==> config.mk <==
export PLATFORM = sky130hd
export DESIGN_NAME = writeback_stage
export DESIGN_NICKNAME = d
export VERILOG_FILES = /design/src/rtl/writeback_stage.sv
export SDC_FILE = /design/constraint.sdc
export NUM_CORES = 1
export LEC_CHECK = 0
export CORE_ASPECT_RATIO = 1.75
export CORE_MARGIN = 5
export CORE_UTILIZATION = 48
export CTS_CLUSTER_DIAMETER = 80
export CTS_CLUSTER_SIZE = 40
export DETAILED_ROUTE_END_ITERATION = 12
export MAX_ROUTING_LAYER = met4
export PLACE_DENSITY_LB_ADDON = 0.3
export REMOVE_ABC_BUFFERS = 1
export SYNTH_ARGS = -nofsm -noshare
export SYNTH_HDL_FRONTEND = slang
export SYNTH_SLANG_ARGS = --single-unit
==> constraint.sdc <==
create_clock -name CLK -period 2.9 [get_ports CLK]
set_input_delay 0.58 -clock CLK [delete_from_list [all_inputs] [get_ports CLK]]
set_output_delay 0.58 -clock CLK [all_outputs]
set_load 0.05 [all_outputs]
==> src/rtl/writeback_stage.sv <==
// Writeback stage: retires ALU results directly and completes loads by waiting
// for a memory response, extracting the addressed byte/halfword/word.
module writeback_stage #(
    parameter int unsigned MEM_TIMEOUT = 255
) (
    input  logic        CLK,
    input  logic        RST,
    input  logic        EX_VALID,
    output logic        EX_READY,
    input  logic [4:0]  EX_RD,
    input  logic [2:0]  EX_FUNCT3,
    input  logic        EX_IS_LOAD,
    input  logic        EX_WEN,
    input  logic [31:0] EX_RESULT,
    input  logic        MEM_RVALID,
    input  logic [31:0] MEM_RDATA,
    output logic [4:0]  A3,
    output logic [31:0] WB,
    output logic        WE,
    output logic        BUSY,
    output logic [4:0]  BUSY_RD,
    output logic        LOAD_ERR,
    output logic [63:0] INSTRET,
    output logic        dbg_state
);

    // Counter runs 0..MEM_TIMEOUT-1; the cycle it holds the last value without
    // a response is the timeout cycle.
    localparam int unsigned TW = (MEM_TIMEOUT < 2) ? 1 : $clog2(MEM_TIMEOUT);
    localparam logic [TW-1:0] TO_LAST = TW'(MEM_TIMEOUT - 1);

    typedef enum logic {
        IDLE     = 1'b0,
        WAIT_MEM = 1'b1
    } state_t;

    state_t        state, state_nx;
    logic [TW-1:0] cnt_q, cnt_nx;
    logic [4:0]    rd_q;
    logic [2:0]    f3_q;
    logic [1:0]    off_q;
    logic [4:0]    a3_q, a3_nx;
    logic [31:0]   wb_q, wb_nx;
    logic          we_q, we_nx;
    logic          err_q, err_nx;
    logic [63:0]   instret_q;
    logic          retire;
    logic          take_load;
    logic [31:0]   ld_data;
    logic          ld_bad;
    logic [7:0]    ld_byte;
    logic [15:0]   ld_half;

    // EX handshake: an instruction transfers on any cycle with EX_VALID && EX_READY;
    // EX_READY depends only on state, never on EX_VALID.
    assign EX_READY  = (state == IDLE);
    assign BUSY      = (state == WAIT_MEM);
    assign BUSY_RD   = BUSY ? rd_q : 5'd0;
    assign A3        = a3_q;
    assign WB        = wb_q;
    assign WE        = we_q;
    assign LOAD_ERR  = err_q;
    assign INSTRET   = instret_q;
    assign dbg_state = state;

    assign ld_byte = 8'(MEM_RDATA >> {off_q, 3'b000});
    assign ld_half = 16'(MEM_RDATA >> {off_q[1], 4'b0000});

    always_comb begin
        ld_data = 32'd0;
        ld_bad  = 1'b0;
        case (f3_q)
            3'b000:  ld_data = {{24{ld_byte[7]}}, ld_byte};
            3'b001: begin
                ld_bad  = off_q[0];
                ld_data = {{16{ld_half[15]}}, ld_half};
            end
            3'b010: begin
                ld_bad  = (off_q != 2'd0);
                ld_data = MEM_RDATA;
            end
            3'b100:  ld_data = {24'd0, ld_byte};
            3'b101: begin
                ld_bad  = off_q[0];
                ld_data = {16'd0, ld_half};
            end
            default: ld_bad = 1'b1;
        endcase
    end

    always_comb begin
        state_nx  = state;
        cnt_nx    = cnt_q;
        a3_nx     = a3_q;
        wb_nx     = wb_q;
        we_nx     = 1'b0;
        err_nx    = 1'b0;
        retire    = 1'b0;
        take_load = 1'b0;
        case (state)
            IDLE: begin
                if (EX_VALID) begin
                    if (EX_IS_LOAD) begin
                        take_load = 1'b1;
                        cnt_nx    = '0;
                        state_nx  = WAIT_MEM;
                    end else begin
                        we_nx  = EX_WEN && (EX_RD != 5'd0);
                        a3_nx  = EX_RD;
                        wb_nx  = EX_RESULT;
                        retire = 1'b1;
                    end
                end
            end
            WAIT_MEM: begin
                // A response on the timeout cycle takes priority over the timeout.
                if (MEM_RVALID) begin
                    state_nx = IDLE;
                    if (ld_bad) begin
                        err_nx = 1'b1;
                    end else begin
                        we_nx  = (rd_q != 5'd0);
                        a3_nx  = rd_q;
                        wb_nx  = ld_data;
                        retire = 1'b1;
                    end
                end else if (cnt_q == TO_LAST) begin
                    err_nx   = 1'b1;
                    state_nx = IDLE;
                end else begin
                    cnt_nx = cnt_q + TW'(1);
                end
            end
            default: state_nx = IDLE;
        endcase
    end

    always_ff @(posedge CLK or negedge RST) begin
        if (!RST) begin
            state     <= IDLE;
            cnt_q     <= '0;
            rd_q      <= 5'd0;
            f3_q      <= 3'd0;
            off_q     <= 2'd0;
            a3_q      <= 5'd0;
            wb_q      <= 32'd0;
            we_q      <= 1'b0;
            err_q     <= 1'b0;
            instret_q <= 64'd0;
        end else begin
            state <= state_nx;
            cnt_q <= cnt_nx;
            a3_q  <= a3_nx;
            wb_q  <= wb_nx;
            we_q  <= we_nx;
            err_q <= err_nx;
            if (retire) instret_q <= instret_q + 64'd1;
            if (take_load) begin
                rd_q  <= EX_RD;
                f3_q  <= EX_FUNCT3;
                off_q <= EX_RESULT[1:0];
            end
        end
    end

endmodule

==> results.md, run 1 <==
* Worst r2r src: off_q[0]$_DFFE_PN0P_
* Final hold violation count at 0
* Fin. max-slew vios at 0
* R2R cell count at 5
* GR Util All Layers at 28.63%
* Critical path launch point type: register
* Die W at 96.43 um
* Unique cell type count in the Yosys netlist at 58
* CP required at 2.32 ns
* Hold_buf cts at 0
* Hold crit path type: input port to async pin
* CTS tree: built
* Worst clock skew at 0.009745 ns
* Total congestion overflow at 0
* Worst setup EP type: output pin
* Initial antenna violation count at 0
* Vias in the first global route at 6561
* Crit path capture: BUSY_RD[3]
* Starting Density at 48.76%
* Row count at 55
* Final instance area at 0.008967 mm2
* Antenna Violating Nets Remaining at 0
* H-tree levels at 4
* Critical path class: register to output pin
* # DRC at 0
* Area Growth Syn to Fin at 42.91%
* Status: completed
* Flops & latches, synth at 122
* IO Pins at 189
* First-pass GRT wire length at 33400 um
* Worst EP arrival at 2.10 ns
* Clk_lat worst skew at 0.40 ns
* Initial drt markers at 398
* Post-cts resize count at 0
* CTS Sinks at 122
* Largest net degree at the start of global routing at 60
* Hpwl dp at 15790 um
* Routed wire length at 21070 um
* Final Setup Violations at 0
* Die area at 0.01555 mm2
* Main synth FF type: dfrtp_1
* Via/cell ratio at 5.782
* Mapped Cells at 667
* Max-cap violations at 0
* Via count at 6042
* Crit. Startpoint: BUSY$_DFF_PN0_
* GPL Wtd Cong at 0.9692
* Worst rel slew slack at 40.34%
* Seq/Total Area, Yosys at 48.65%
* # diodes at 0
* LEAKAGE at 3.836 nW
* Mapped Area at 0.006275 mm2
* EDFF count, synth at 0
* Post-route core utilization at 69.68%
* DP Area at 0.008419 mm2
* Die height at 161.3 um
* Reg-to-reg setup timing slack at 0.50 ns
* Core area at 0.01287 mm2
* Ys async rst share at 100.0%
* Clk root buf: clkbuf_16
* Yosys warns at 0
* Fmax at 373.2 MHz
* RSZ-0062 raised after global routing: no
* Crit path time final at 2.679 ns
* Initial DRT Pass Iterations at 5
* Drt wl/cell at 20.16 um
* Fillers at 1020
* VDD IR-drop max at 0.3839 mV
* CTS clk-pin slew, worst paths at 0.05 ns
* Num CTS Buffers at 17
* Worst R2R End: INSTRET[56]$_DFFE_PN0P_
* Port buffer count at 188
* Setup Fix Bufs, Post-CTS at 0
* Worst-margin pin slew at 0.8916 ns
* Crit-path max FO at 12
* Period utilisation layout at 92.39%
* Layout cells sized above 1 at 8.009%
* Final Net Count at 943
* Clk buf depth at 2
* Syn_area_per_cell at 9.407 um2
* PD cells at 717.2 mW/mm2
[registers in the layout (all words and copies together) (netlist names)]
signal    flops
A3            5
BUSY          1
LOAD_ERR      1
f3_q          3
cnt_q         8
INSTRET      64
rd_q          5
off_q         2
WB           32
WE            1
[synth_stat cells, drive strengths merged (2+ instances only)]
cell type	instances	area, um2
and3	17	106.4
a32o	3	30.03
nand4	21	131.4
o21a	6	45.04
ha	3	37.54
o211ai	4	35.03
inv	14	52.55
nor2b	2	12.51
clkbuf	28	105.1
nand3	35	175.2
o2111ai	2	17.52
o21ai	55	275.3
nor2	54	202.7
xnor2	38	340.3
a21oi	32	160.2
a31oi	12	75.07
a22o	2	17.52
xor2	26	227.7
nand2	77	289.0
nand2b	3	18.77
or4	4	33.78
o31ai	2	15.01
and2	29	181.4
a31o	3	26.28
or3	3	18.77
a222oi	5	50.05
o221ai	3	26.28
buf	5	26.27
and4	11	96.34
dfrtp	122	3053
mux2	6	67.56
nor3	14	70.07
nor4	8	80.08
[layout by cell type (no fill, tap or decap), types with 2 or more instances in the layout]
| cell | count |
|---|---|
| a32o_1 | 3 |
| clkdlybuf4s50_1 | 186 |
| xor2_1 | 26 |
| a31oi_1 | 12 |
| o21a_1 | 6 |
| and3_1 | 17 |
| and4_1 | 11 |
| nand2_1 | 76 |
| or4_1 | 3 |
| mux2_2 | 6 |
| nand3_1 | 35 |
| clkbuf_8 | 3 |
| buf_12 | 2 |
| nor4_4 | 2 |
| o221ai_1 | 3 |
| buf_4 | 21 |
| nand4_1 | 21 |
| a222oi_1 | 5 |
| dfrtp_1 | 122 |
| clkbuf_1 | 3 |
| nor3_1 | 14 |
| a31o_2 | 3 |
| o31ai_1 | 2 |
| o2111ai_1 | 2 |
| clkinvlp_4 | 2 |
| o211ai_1 | 3 |
| clkbuf_16 | 17 |
| ha_1 | 3 |
| nor2_1 | 54 |
| or3_1 | 3 |
| inv_1 | 14 |
| and2_1 | 29 |
| clkinv_2 | 5 |
| a21oi_1 | 32 |
| nor2b_1 | 2 |
| xnor2_1 | 37 |
| nand2b_1 | 3 |
| a22o_1 | 2 |
| o21ai_0 | 54 |
| nor4_1 | 6 |
[critical path, cell delays in order (launching register included)]
cell             delay (ns)
dfrtp_1                0.62
and2_1                 0.26
clkdlybuf4s50_1        0.82
[worst min-delay path by stage]
stage,end,slack [ns],depth (start not counted),from
floorplan,A3[0]$_DFFE_PN0P_,0.28,0,RST
CTS,WB[22]$_DFFE_PN0P_,0.13,1,RST
detailed placement,INSTRET[63]$_DFFE_PN0P_,0.48,1,INSTRET[63]$_DFFE_PN0P_
global placement,cnt_q[4]$_DFFE_PN0P_,0.46,1,cnt_q[4]$_DFFE_PN0P_
global route,WB[21]$_DFFE_PN0P_,0.15,1,RST
finish,WB[17]$_DFFE_PN0P_,0.13,1,RST
[area by class of cell]
type / count / area (um2) / share of cell area, %
inverters: 15 / 56.30 / 0.6279
multi-input cells: 497 / 3037 / 33.86
well taps: 171 / 214.0 / 2.386
flip-flops and latches: 122 / 3053 / 34.04
clock buffers: 23 / 478.0 / 5.330
repair buffers: 209 / 2059 / 22.97
clock inverters: 8 / 70.07 / 0.7814
[through the flow]
step / power, mW / setup slack (ns) / TNS [ns] / hold WS [ns] / std cells
after floorplan: 3.538 / -1.477 / -85.43 / 0.2844 / 634
after global placement: 4.413 / 0.3423 / 0 / 0.4629 / 1014
after detailed placement: 4.476 / 0.2868 / 0 / 0.4775 / 1014
after CTS: 6.463 / 0.2301 / 0 / 0.1269 / 1045
after global routing: 6.690 / 0.1502 / 0 / 0.1501 / 1045
final: 6.431 / 0.2208 / 0 / 0.1253 / 1045
[layer usage]
layer,track usage (%),up-vias,share of wire (%)
li1,-,2752,-
met1,29.19,2921,35
met2,50.08,291,53
met3,5.592,78,7.1
met4,15.45,0,5.4
met5,-,-,0
[cells by family after synthesis]
group,Yosys count,share of synthesized area [%]
AOI/OAI and AO/OA,138,13.74
xor gates and xnor gates,64,9.053
adders and majority gates,3,0.5983
buffers and inverters,48,2.991
DFF,122,48.65
muxes,8,1.595
and+or+nand+nor,284,23.37
[report_power, final]
part | switching, mW | leakage [nW] | internal, mW | total (mW)
sequential | 0.209 | 1.55 | 1.96 | 2.17
combinational | 1.48 | 2.02 | 0.809 | 2.29
clock | 0.740 | 0.269 | 1.23 | 1.97
total | 2.43 | 3.84 | 4.01 | 6.43
(Power assumes the default switching activity.)
==> run 2: changes to the inputs <==
- CTS_CLUSTER_DIAMETER: 80 -> default
==> results of run 2 <==
The final DEF is identical to that of run 1; final timing and power are the same.
==> run 3: changes to the inputs <==
- GPL_ROUTABILITY_DRIVEN: default -> 0
- GPL_TIMING_DRIVEN: default -> 0
==> run 3 against run 2 <==
Net effect:
- sequential share of layout area down 0.11 points
- global-route usage shrank 1.6 points
- final area grew 0.38%
- highest routed layer unchanged
- flip-flop and latch count unchanged
==> results.md, run 3 (synthesized netlist as in run 1, its figures left out) <==
* Status: completed
* Total congestion overflow at 0 (unchanged)
* Hpwl dp at 14830 um (-6.1%)
* Crit path time final at 2.806 ns (+0.1270 ns)
* Antenna Violating Nets Remaining at 0 (unchanged)
* # DRC at 0 (unchanged)
* Via count at 6091 (+0.81%)
* Routed wire length at 20560 um (-2.4%)
* # diodes at 0 (unchanged)
* Layout cells sized above 1 at 6.876% (-1.1 points)
* Commonest cells after routing, fill and taps aside: clkdlybuf4s50_1, dfrtp_1, nand2_1
* Worst EP arrival at 3.10 ns (+1.00 ns)
* Total power at 6.730 mW (+4.6%)
* Post-route core utilization at 69.95% (+0.26 points)
* Worst rel slew slack at 34.81% (-5.5 points)
* Row count at 55 (unchanged)
* Slowest CP cell: dfrtp_1
* Worst R2R End: INSTRET[56]$_DFFE_PN0P_
* R2R cell count at 5 (unchanged)
* Clk root buf: clkbuf_16
* Clk_lat worst skew at 0.41 ns (about the same)
* Initial DRT Pass Iterations at 8 (+3)
* CTS clk-pin slew, worst paths at 0.06 ns (about the same)
* Initial drt markers at 410 (+3.0%)
* Top Layer Used: met4
* Fmax at 356.4 MHz (-4.5%)
* Worst setup EP type: register
* Drt wl/cell at 19.98 um (-0.90%)
* Worst-margin pin slew at 0.9695 ns (+0.07789 ns)
* Clk buf depth at 2 (unchanged)
* Final Setup Violations at 0 (unchanged)
* Hold crit path type: input port to async pin
* Largest net degree at the start of global routing at 103 (+72%)
* Hold WS at 0.01018 ns (-0.1151 ns)
* Die area at 0.01555 mm2 (unchanged)
* Crit path largest cell delay at 0.59 ns (-0.23 ns)
* H-tree levels at 4 (unchanged)
* Area Growth Syn to Fin at 43.45%
* Met2 WL at 10880 um (-2.5%)
* Starting Density at 48.76% (unchanged)
* IO Pins at 189 (unchanged)
* Initial antenna violation count at 0 (unchanged)
* Fillers at 1015 (-0.49%)
* Max FFs per register at 64 (unchanged)
* Max-cap violations at 0 (unchanged)
* GR Util All Layers at 27.04% (-1.6 points)
* RSZ-0062 raised after global routing: no
* PD cells at 747.7 mW/mm2 (+4.3%)
* Reg-to-reg setup timing slack at 0.09 ns (-0.41 ns)
* Crit-path max FO at 12 (unchanged)
* Final Instance Count excl. Fillers at 1029 (-1.5%)
* Pre-CTS setup slack at -0.8459 ns (-1.133 ns)
* Worst r2r src: off_q[1]$_DFFE_PN0P_
* VDD IR-drop max at 0.3971 mV (+3.4%)
* Die W at 96.43 um (unchanged)
* Final Net Count at 926 (-1.8%)
* Num CTS Buffers at 17 (unchanged)
* CP required at 3.19 ns (+0.87 ns)
* Setup TNS at 0 ns (unchanged)
* Worst clock skew at 0.009201 ns (-0.0005444 ns)
* Critical path launch point type: register
* Core area at 0.01287 mm2 (unchanged)
* Final instance area at 0.009001 mm2 (+0.38%)
* Placed Cells at 996 (-1.8%)
* CTS tree: built
* Vias in the first global route at 6332 (-3.5%)
* Via/cell ratio at 5.919 (+2.4%)
* Final hold violation count at 0 (unchanged)
* Die height at 161.3 um (unchanged)
* Port buffer count at 188 (unchanged)
* Crit. Startpoint: off_q[1]$_DFFE_PN0P_
* Period utilisation layout at 96.76% (+4.4 points)
* Critical path class: register to register
* First-pass GRT wire length at 31680 um (-5.1%)
* WL met3 at 1656 um (+10%)
* CP Buf/Inv Count at 0 (-1)
* CTS Sinks at 122 (unchanged)
* Final WS setup at 0.09383 ns (-0.1270 ns)
* Worst path top cell family by delay: simple AND/OR/NAND/NOR gates
* DP Area at 0.008303 mm2 (-1.4%)
* Fin. max-slew vios at 0 (unchanged)
* Commonest non-fill, non-tap cell in the layout: clkdlybuf4s50_1
* LEAKAGE at 3.811 nW (-0.65%)
* Met1 WL at 7095 um (-2.5%)
* CP Cell Sequence: nor4_4 > o211ai_4 > a2111o_1 > or4_4 > xnor2_2
run 3: cell count changes in the layout (fill, tap and decap cells not counted), moves of 2 or more:
cell	previous run	this run
bufinv_16	1	5
clkinvlp_4	2	0
clkbuf_8	3	1
buf_4	21	1
clkinv_4	0	3
run 3: layer usage:
| layer | global-route usage [%] | up-vias |
|---|---|---|
| met5 | - | - |
| met2 | 46.68 | 311 |
| li1 | - | 2735 |
| met1 | 28.03 | 2968 |
| met4 | 13.98 | 0 |
| met3 | 5.965 | 77 |
run 3: final cells by class:
| class | count | area (um2) | area share, % |
|---|---|---|---|
| Tap cell | 171 | 214.0 | 2.377 |
| Timing Repair Buffer | 191 | 1941 | 21.56 |
| Multi-Input combinational cell | 498 | 3092 | 34.35 |
| Clock inverter | 12 | 196.4 | 2.182 |
| Inverter | 15 | 57.56 | 0.6394 |
| Sequential cell | 122 | 3054 | 33.93 |
| Clock buffer | 20 | 446.7 | 4.962 |
run 3: how the worst max path moves through the flow:
stage                                    to  slack (ns)  cells past startpoint
floorplan            INSTRET[1]$_DFFE_PN0P_       -1.48                      4
global placement    INSTRET[31]$_DFFE_PN0P_       -3.37                      1
detailed placement        WB[9]$_DFFE_PN0P_       -0.85                      5
CTS                                EX_READY        0.04                      2
global route        INSTRET[56]$_DFFE_PN0P_        0.03                      5
finish              INSTRET[56]$_DFFE_PN0P_        0.09                      5
run 3: what timing repair did:
| item | CTS | global route |
|---|---|---|
| gates cloned | 0 | 1 |
| buffers inserted | 0 | 0 |
| pin swaps | 0 | 2 |
| hold buffers | 0 | 0 |
| setup endpoints to repair | 96 | 29 |
| resized for setup | 6 | 2 |
run 3: worst reg2reg max path: stages (launching register included):
cell	delay [ns]
dfrtp_1	0.59
nor4_4	0.52
o211ai_4	0.28
a2111o_1	0.58
or4_4	0.60
xnor2_2	0.14
run 3: report_power, final:
part,total [mW],switching (mW),internal (mW)
clock,2.32,0.774,1.55
combinational,2.22,1.44,0.774
sequential,2.19,0.231,1.96
